$ cat src/rtl/dly_tap_train.sv
// Per-lane IDELAYE2 tap trainer: sweeps all 32 taps on one lane at a time,
// finds the widest contiguous passing window and loads its centre tap.
module dly_tap_train #(
    parameter int unsigned NLANE      = 16,
    parameter int unsigned SETTLE_CYC = 8,
    parameter int unsigned NSAMP      = 4
) (
    input  logic               clk,
    input  logic               reset_n,
    input  logic               start,
    input  logic               idelayctl_rdy,
    input  logic               sample_valid,
    input  logic [NLANE-1:0]   sample_ok,
    output logic [NLANE-1:0]   ld,
    output logic [4:0]         cntvaluein,
    output logic               busy,
    output logic               done,
    output logic [NLANE-1:0]   fail,
    output logic [NLANE*5-1:0] tap_final
);

    localparam int unsigned LaneW = (NLANE > 1) ? $clog2(NLANE) : 1;
    localparam logic [LaneW-1:0] LaneLast   = LaneW'(NLANE - 1);
    localparam logic [7:0]       SettleLast = 8'(SETTLE_CYC - 1);
    localparam logic [3:0]       SampLast   = 4'(NSAMP - 1);

    typedef enum logic [3:0] {
        StIdle, StWaitRdy, StLoad, StSettle, StSample, StEval,
        StClose, StCload, StCsettle, StNextLane, StDone
    } state_e;

    state_e             state_q, state_d;
    logic [LaneW-1:0]   lane_q, lane_d;
    logic [4:0]         tap_q, tap_d;
    logic [4:0]         run_start_q, run_start_d;
    logic [5:0]         run_len_q, run_len_d;
    logic [4:0]         best_start_q, best_start_d;
    logic [5:0]         best_len_q, best_len_d;
    logic [7:0]         cnt_q, cnt_d;
    logic [3:0]         samp_cnt_q, samp_cnt_d;
    logic               pass_q, pass_d;
    logic [NLANE-1:0]   ld_q, ld_d;
    logic [4:0]         cntval_q, cntval_d;
    logic               busy_q, busy_d;
    logic               done_q, done_d;
    logic [NLANE-1:0]   fail_q, fail_d;
    logic [NLANE*5-1:0] tap_final_q, tap_final_d;

    // Final window: the run still open at tap 31 competes with the best so far.
    logic       run_wins;
    logic [4:0] eff_start;
    logic [5:0] eff_len;
    logic [5:0] len_m1;
    logic [4:0] centre;
    logic       rdy_lost;

    // Centre of the winning window; a strict compare keeps the earlier window on ties.
    always_comb begin
        run_wins  = run_len_q > best_len_q;
        eff_start = run_wins ? run_start_q : best_start_q;
        eff_len   = run_wins ? run_len_q : best_len_q;
        len_m1    = eff_len - 6'd1;
        centre    = (eff_len == 6'd0) ? 5'd0 : eff_start + len_m1[5:1];
        rdy_lost  = !idelayctl_rdy &&
                    !(state_q inside {StIdle, StWaitRdy, StNextLane, StDone});
    end

    // Next-state logic and registered-output next values.
    always_comb begin
        state_d      = state_q;
        lane_d       = lane_q;
        tap_d        = tap_q;
        run_start_d  = run_start_q;
        run_len_d    = run_len_q;
        best_start_d = best_start_q;
        best_len_d   = best_len_q;
        cnt_d        = cnt_q;
        samp_cnt_d   = samp_cnt_q;
        pass_d       = pass_q;
        cntval_d     = cntval_q;
        fail_d       = fail_q;
        tap_final_d  = tap_final_q;
        ld_d         = '0;

        if (rdy_lost) begin
            // Losing IDELAYCTRL ready restarts the current lane from tap 0.
            state_d = StWaitRdy;
        end else begin
            case (state_q)
                StIdle: begin
                    if (start) begin
                        state_d     = StWaitRdy;
                        lane_d      = '0;
                        fail_d      = '0;
                        tap_final_d = '0;
                    end
                end
                StWaitRdy: begin
                    tap_d        = 5'd0;
                    run_start_d  = 5'd0;
                    run_len_d    = 6'd0;
                    best_start_d = 5'd0;
                    best_len_d   = 6'd0;
                    samp_cnt_d   = 4'd0;
                    if (idelayctl_rdy) state_d = StLoad;
                end
                StLoad: begin
                    cnt_d      = 8'd0;
                    samp_cnt_d = 4'd0;
                    pass_d     = 1'b1;
                    state_d    = StSettle;
                end
                StSettle: begin
                    cnt_d = cnt_q + 8'd1;
                    if (cnt_q == SettleLast) state_d = StSample;
                end
                StSample: begin
                    if (sample_valid) begin
                        pass_d     = pass_q & sample_ok[lane_q];
                        samp_cnt_d = samp_cnt_q + 4'd1;
                        if (samp_cnt_q == SampLast) state_d = StEval;
                    end
                end
                StEval: begin
                    if (pass_q) begin
                        if (run_len_q == 6'd0) run_start_d = tap_q;
                        run_len_d = run_len_q + 6'd1;
                    end else begin
                        if (run_wins) begin
                            best_start_d = run_start_q;
                            best_len_d   = run_len_q;
                        end
                        run_len_d = 6'd0;
                    end
                    if (tap_q == 5'd31) begin
                        state_d = StClose;
                    end else begin
                        tap_d   = tap_q + 5'd1;
                        state_d = StLoad;
                    end
                end
                StClose: begin
                    best_start_d                = eff_start;
                    best_len_d                  = eff_len;
                    fail_d[lane_q]              = (eff_len == 6'd0);
                    tap_final_d[lane_q*5 +: 5]  = centre;
                    cntval_d                    = centre;
                    state_d                     = StCload;
                end
                StCload: begin
                    cnt_d   = 8'd0;
                    state_d = StCsettle;
                end
                StCsettle: begin
                    cnt_d = cnt_q + 8'd1;
                    if (cnt_q == SettleLast) state_d = StNextLane;
                end
                StNextLane: begin
                    if (lane_q == LaneLast) begin
                        state_d = StDone;
                    end else begin
                        lane_d  = lane_q + 1'b1;
                        state_d = StWaitRdy;
                    end
                end
                StDone: state_d = StIdle;
                default: state_d = StIdle;
            endcase
        end

        if (state_d == StLoad) cntval_d = tap_d;
        if (state_d == StLoad || state_d == StCload) ld_d[lane_d] = 1'b1;
        busy_d = (state_d != StIdle);
        done_d = (state_d == StDone);
    end

    // State and registered outputs.
    always_ff @(posedge clk or negedge reset_n) begin
        if (!reset_n) begin
            state_q      <= StIdle;
            lane_q       <= '0;
            tap_q        <= 5'd0;
            run_start_q  <= 5'd0;
            run_len_q    <= 6'd0;
            best_start_q <= 5'd0;
            best_len_q   <= 6'd0;
            cnt_q        <= 8'd0;
            samp_cnt_q   <= 4'd0;
            pass_q       <= 1'b0;
            ld_q         <= '0;
            cntval_q     <= 5'd0;
            busy_q       <= 1'b0;
            done_q       <= 1'b0;
            fail_q       <= '0;
            tap_final_q  <= '0;
        end else begin
            state_q      <= state_d;
            lane_q       <= lane_d;
            tap_q        <= tap_d;
            run_start_q  <= run_start_d;
            run_len_q    <= run_len_d;
            best_start_q <= best_start_d;
            best_len_q   <= best_len_d;
            cnt_q        <= cnt_d;
            samp_cnt_q   <= samp_cnt_d;
            pass_q       <= pass_d;
            ld_q         <= ld_d;
            cntval_q     <= cntval_d;
            busy_q       <= busy_d;
            done_q       <= done_d;
            fail_q       <= fail_d;
            tap_final_q  <= tap_final_d;
        end
    end

    assign ld         = ld_q;
    assign cntvaluein = cntval_q;
    assign busy       = busy_q;
    assign done       = done_q;
    assign fail       = fail_q;
    assign tap_final  = tap_final_q;

endmodule

$ cat config.mk
export PLATFORM = sky130hd
export DESIGN_NAME = dly_tap_train
export DESIGN_NICKNAME = d
export VERILOG_FILES = /design/src/rtl/dly_tap_train.sv
export SDC_FILE = /design/constraint.sdc
export NUM_CORES = 1
export LEC_CHECK = 0
export ABC_AREA = 1
export CORE_UTILIZATION = 30
export DETAILED_ROUTE_END_ITERATION = 10
export GPL_ROUTABILITY_DRIVEN = 1
export REMOVE_ABC_BUFFERS = 1
export SLEW_MARGIN = 5
export SYNTH_ARGS = -nofsm -noshare
export SYNTH_HDL_FRONTEND = slang
export SYNTH_SLANG_ARGS = --single-unit
$ cat constraint.sdc
create_clock -name clk -period 3.8 [get_ports clk]
set_input_delay 0.76 -clock clk [delete_from_list [all_inputs] [get_ports clk]]
set_output_delay 0.76 -clock clk [all_outputs]
set_load 0.02 [all_outputs]
# After elaboration in Yosys (flattened, before gate mapping)
# Cells that the tools add are included.
# Widths: inputs -> output; s select.
[word_totals]
regBits = 167
latchBits = 0
ramBits = 0
rom_bits = 0
in_bits = 21
output_inout_bits = 119
wordCells = 136
n_memories = 0
[op_classes]
add_sub_neg = 8
mul = 1
n_div = 0
n_lt_le_gt_ge = 5
eq_ne = 23
shifts = 2
muxes = 50
bitwise_logic = 2
n_reduce_logical = 29
[op_table]
columns = ["operator", "n"]
rows = [
  ["$pmux 80 s2", 1],
  ["$bwmux 80", 1],
  ["$mux 80", 1],
  ["$shift 5x34->80 const A", 1],
  ["$shiftx 5x34->80", 1],
  ["$mux 5", 10],
  ["$mux 4", 12],
  ["$pmux 4 s10", 1],
  ["$neg 7->34", 1],
  ["$mux 16", 2],
  ["$pmux 16 s2", 1],
  ["$eq 4x3->1 const B", 5],
  ["$eq 4x4->1 const B", 5],
  ["$pmux 5 s2", 2],
  ["$mux 6", 3],
  ["$pmux 6 s3", 1],
  ["$bwmux 16", 1],
  ["$eq 4x2->1 const B", 4],
  ["$pmux 4 s2", 2],
  ["$pmux 8 s2", 1],
  ["$pmux 5 s3", 1],
  ["$logic_not 6->1", 2],
  ["$pmux 6 s2", 1],
  ["$reduce_and 3->1", 4],
  ["32 further kinds", 56],
]

# Depth between registers and ports, before layout
[depth]
depth_word = 10
mapped_depth = 27
depth_no_buf = 27

# Worst setup path after synthesis
# No wires, ideal clock.
[synth_timing]
kind = "register to register"
from = "register run_len_q[4]"
to = "register tap_final_q[19] (netlist: tap_final[19])"
setup_time_ns = 0.066
t_arrival_ns = 3.085
required_time_ns = 3.734
slack_ns = 0.649
stages_incl_launch_ff = 26
path_buffers = 0
synth_period_minus_slack_ns = 3.151
cell_sequence = "dfrtp_1 > ha_1 > nand2_2 > nor2_4 > nand2_1 > nand3_2 > nand2_4 > nand2_1 > nand2_2 > nor2_4 > inv_1 > o21bai_1 > nand2_1 > ha_1 > a21o_1 > a31oi_1 > inv_1 > o211ai_1 > nand2_1 > inv_1 > nand2_1 > nand2_2 > nand3_2 > nor2_4 > nand3_1 > nand2_1"
[synth_between]
elab_chain_cells = 8
word_cells_on_any_way = 10
cone_classes = "add/sub: 2; order compare: 1; shift: 1; mux: 5; reduce/logical: 1"
[synth_rtl]
columns = ["element", "line", "rtl"]
rows = [
  ["from (decl)", "36", "logic [5:0] run_len_q, run_len_d;"],
  ["from (signal assigned)", "201", "run_len_q <= run_len_d;"],
  ["$gt 6x6->1", "59", "run_wins = run_len_q > best_len_q;"],
  ["$mux 6", "n/a", ""],
  ["$sub 6x1->6", "62", "len_m1 = eff_len - 6'd1;"],
  ["$add 5x5->5", "63", "centre = (eff_len == 6'd0) ? 5'd0 : eff_start + len_m1[5:1];"],
  ["$mux 5 (*)", "63", ""],
  ["$shiftx 5x34->80 (*)", "146", "tap_final_d[lane_q*5 +: 5] = centre;"],
  ["$bwmux 80 (*)", "146", ""],
  ["$pmux 80 s2 (*)", "89", "case (state_q)"],
  ["to (signal assigned)", "212", "tap_final_q <= tap_final_d;"],
  ["to (decl)", "47", "logic [NLANE*5-1:0] tap_final_q, tap_final_d;"],
]
# Mark *: on every way between the ends. The rest lies on a longest branch, timed or not.
# A chain may end at the register's enable or synchronous reset.

# Worst setup path after layout
[layout_timing]
from = "register run_len_q[5]"
to = "register tap_final_q[59] (netlist: tap_final[59])"
# The elaborated chain is that of the path after synthesis.

==> flow_summary.ini <==
[placed_design]
place.gp.congestion = 0.866
dp.cells = 1482
dp.final_hpwl_um = 17800
dpl_worst_slack_ns = 0.212
io_buffer_count = 139

[pwr]
total_power_uw = 4390
power_density_nw_per_um2 = 405
leakagePower_uw = 0.00473
peakVddDrop_v = 0.000257

[timing]
worstMarginPinSlew_ns = 0.706
period_share_pct = 92.4
worst_slack_ns = 0.290
post-route-min-period_ns = 3.51
clock-skew-final_ns = 0.00929
holdWs_ns = 0.319
relSlewSlack_pct = 52.9
tns_ns = 0
rsz0062_at_grt = no
max_freq_mhz = 285
setup_viol = 0
final_max_slew_viol_count = 0
final_hold_viol_count = 0

[critical_path]
cp-startpoint = run_len_q[5]
r2r_cells = 22
timing.critical_path.to = tap_final[59]
crit_path_start_kind = flip-flop
worstReg2RegStart = run_len_q[5]
worst_r2r_endpoint = tap_final[59]
crit_fanout = 9
required_ns = 4.16
r2r_slack_ns = 0.29
crit_path_top_delay_cell = fa_1
end_kind = flip-flop
crit_chain = ha_1 -> a21oi_1 -> nand3_4 -> nand2_8 -> nand2_1 -> nand2_2 -> nor2_4 -> inv_1 -> nand2_1 -> ha_1 -> fa_1 -> a31oi_2 -> inv_1 -> o211ai_1 -> nand2_1 -> inv_1 -> nand2_1 -> nand2_2 -> nand3_2 -> nor2_4 -> nand3_1 -> nand2_1
cpMostUsedCell = nand2_1
critPathMaxStageDelay_ns = 0.42
crit_type = reg2reg
crit_arrival_ns = 3.87

[detailed_routing]
drt_pass1_iterations = 5
drc = 0
first_iter_violations = 568
viasPerCell = 4.78
finalWirelength_um = 24100
ant_nets = 0
vias = 7252
wl_per_cell_um = 15.9

[hold_path]
hp-class = in2async

[synth]
synth_cell_type_count = 51
ys_warn_count = 0
yosysTopAreaCell = dfrtp_1
synth-main-ff-cell = dfrtp_1
synth_edf_count = 0
netlist_top_cells_count = 214 x nand2_1, 167 x dfrtp_1, 122 x o21ai_0
synthCells = 979
yosys.area.top_type_share_pct = 50.2
syn_area_per_cell_um2 = 8.51
synth_seq_cells = 167
synth_most_common_cell = nand2_1
synth-seq-area-share_pct = 50.2
ys_async_sr_fraction_pct = 100
synthTopCellsByArea = dfrtp_1 50%, nand2_1 9.6%, o21ai_0 7.3%
synth_area_um2 = 8330

[die]
die_w_um = 169
core-area_um2 = 27100
initial_core_util_pct = 30.7
fp.dieH_um = 169
ios = 140
die_area_um2 = 28400
placementRows = 60

[global_route]
grt_pass1_wl_um = 39100
grt_use_total_pct = 17.5
grt_pass1_vias = 7332
antenna_found_initial = 0
grt-ovfl-total = 0
grt_max_degree = 62

[clock_network]
cts_sinks = 167
cts.clk_slew.worst_paths_ns = 0.07
tritoncts = done
clock_path_buffers = 2
root_buffer = clkbuf_16
htree_levels = 4
clkLatencyLatePin_ns = 0.43
numCtsBuffers = 17
ctsHoldBuffers = 0

[cells_and_area]
nets = 1176
drive_gt1_share_pct = 10.7
area_growth_pct = 30.1
final_cells = 1517
nFillCells = 2749
diodes = 0

[run]
drv_cap = 0

[outcome]
status = finished clean
-- power by group --
| part | leakage [uW] | internal, uW | switching [uW] |
|---|---|---|---|
| Clock | 0.000270 | 925 | 757 |
| Sequential | 0.00232 | 1820 | 49.6 |
| Combinational | 0.00214 | 224 | 612 |
| Total | 0.00473 | 2970 | 1420 |
-- layout make-up --
cell class,instances,area [um2],area share (%)
sequential,167,4180,38.6
tap,372,465,4.30
timing repair buffer,153,1510,13.9
clock inverter,13,120,1.11
inverter,128,493,4.55
clock buffer,18,439,4.05
multi-input combinational,666,3620,33.4
-- worst min path at each step --
stage	startpoint	end	slack, ns	depth (start not counted)
after global routing	reset_n	tap_final[23]	0.36	1
after detailed placement	fail[2]	fail[2]	0.47	2
after global placement	fail[2]	fail[2]	0.47	2
after CTS	reset_n	tap_final[20]	0.33	1
after floorplan	run_start_q[3]	run_start_q[3]	0.45	2
final	reset_n	tap_final[20]	0.32	1
-- routing by layer --
metal | up-vias | GRT usage [%] | routed length (um)
met5 | - | 0 | 0
met4 | 0 | 4.39 | 307
met3 | 26 | 3.13 | 1160
met2 | 194 | 28.3 | 11000
met1 | 3487 | 24.1 | 11700
li1 | 3545 | - | -
-- registers in the layout, summed over array words and instances, names as in the netlist --
register      cells
run_start_q       5
samp_cnt_q        4
ld               16
fail             16
best_len_q        6
busy              1
run_len_q         6
best_start_q      5
tap_final        80
cnt_q             8
tap_q             5
pass_q            1
lane_q            4
state_q           4
cntvaluein        5
done              1
-- cell usage in the layout (no fill, tap or decap), types with 7 or more instances in the layout --
| cell | instances |
|---|---|
| a21oi_1 | 15 |
| inv_1 | 117 |
| inv_6 | 8 |
| nor2_1 | 78 |
| inv_2 | 7 |
| dfrtp_1 | 165 |
| clkdlybuf4s50_1 | 138 |
| nand3_2 | 7 |
| o31ai_1 | 10 |
| ha_1 | 19 |
| nand3_1 | 43 |
| nand2_2 | 10 |
| o211ai_1 | 7 |
| nor3_1 | 27 |
| o22ai_1 | 22 |
| nor2_2 | 7 |
| o21ai_0 | 122 |
| o21ai_1 | 21 |
| clkbuf_16 | 17 |
| nand2_1 | 213 |
| buf_4 | 13 |
-- stage by stage --
step,area (um2),util (%)
finish,10800,40.0
floorplan,8230,-
global route,10800,40.0
detailed placement,10200,37.6
CTS,10700,39.6
global placement,10200,37.6
-- kinds of logic (layout without fill, tap and decap cells) --
logic type / count (synthesis) / count (layout) / share of synthesized area (%)
AND/OR/NAND/NOR: 414 / 414 / 22.8
AO/OA/AOI/OAI: 223 / 223 / 15.8
XOR/XNOR: 7 / 7 / 0.826
adder cells (fa/ha/maj): 22 / 22 / 3.40
buffers and inverters: 146 / 312 / 7.05
flip-flops: 167 / 167 / 50.2
-- critical path, delay by kind of cell, from the launching register on --
kind	cells	cell delay [ns]
AOI/OAI and AO/OA	3	0.56
adders and majority gates	3	0.97
buffers and inverters	3	0.21
DFF	1	0.38
and+or+nand+nor	13	1.32
-- timing repair --
item,in CTS,in global routing
endpoints found under the setup margin,0,15
buffers inserted,0,4
resized for setup,0,10
Note: power is estimated with default switching activity, not from simulation.
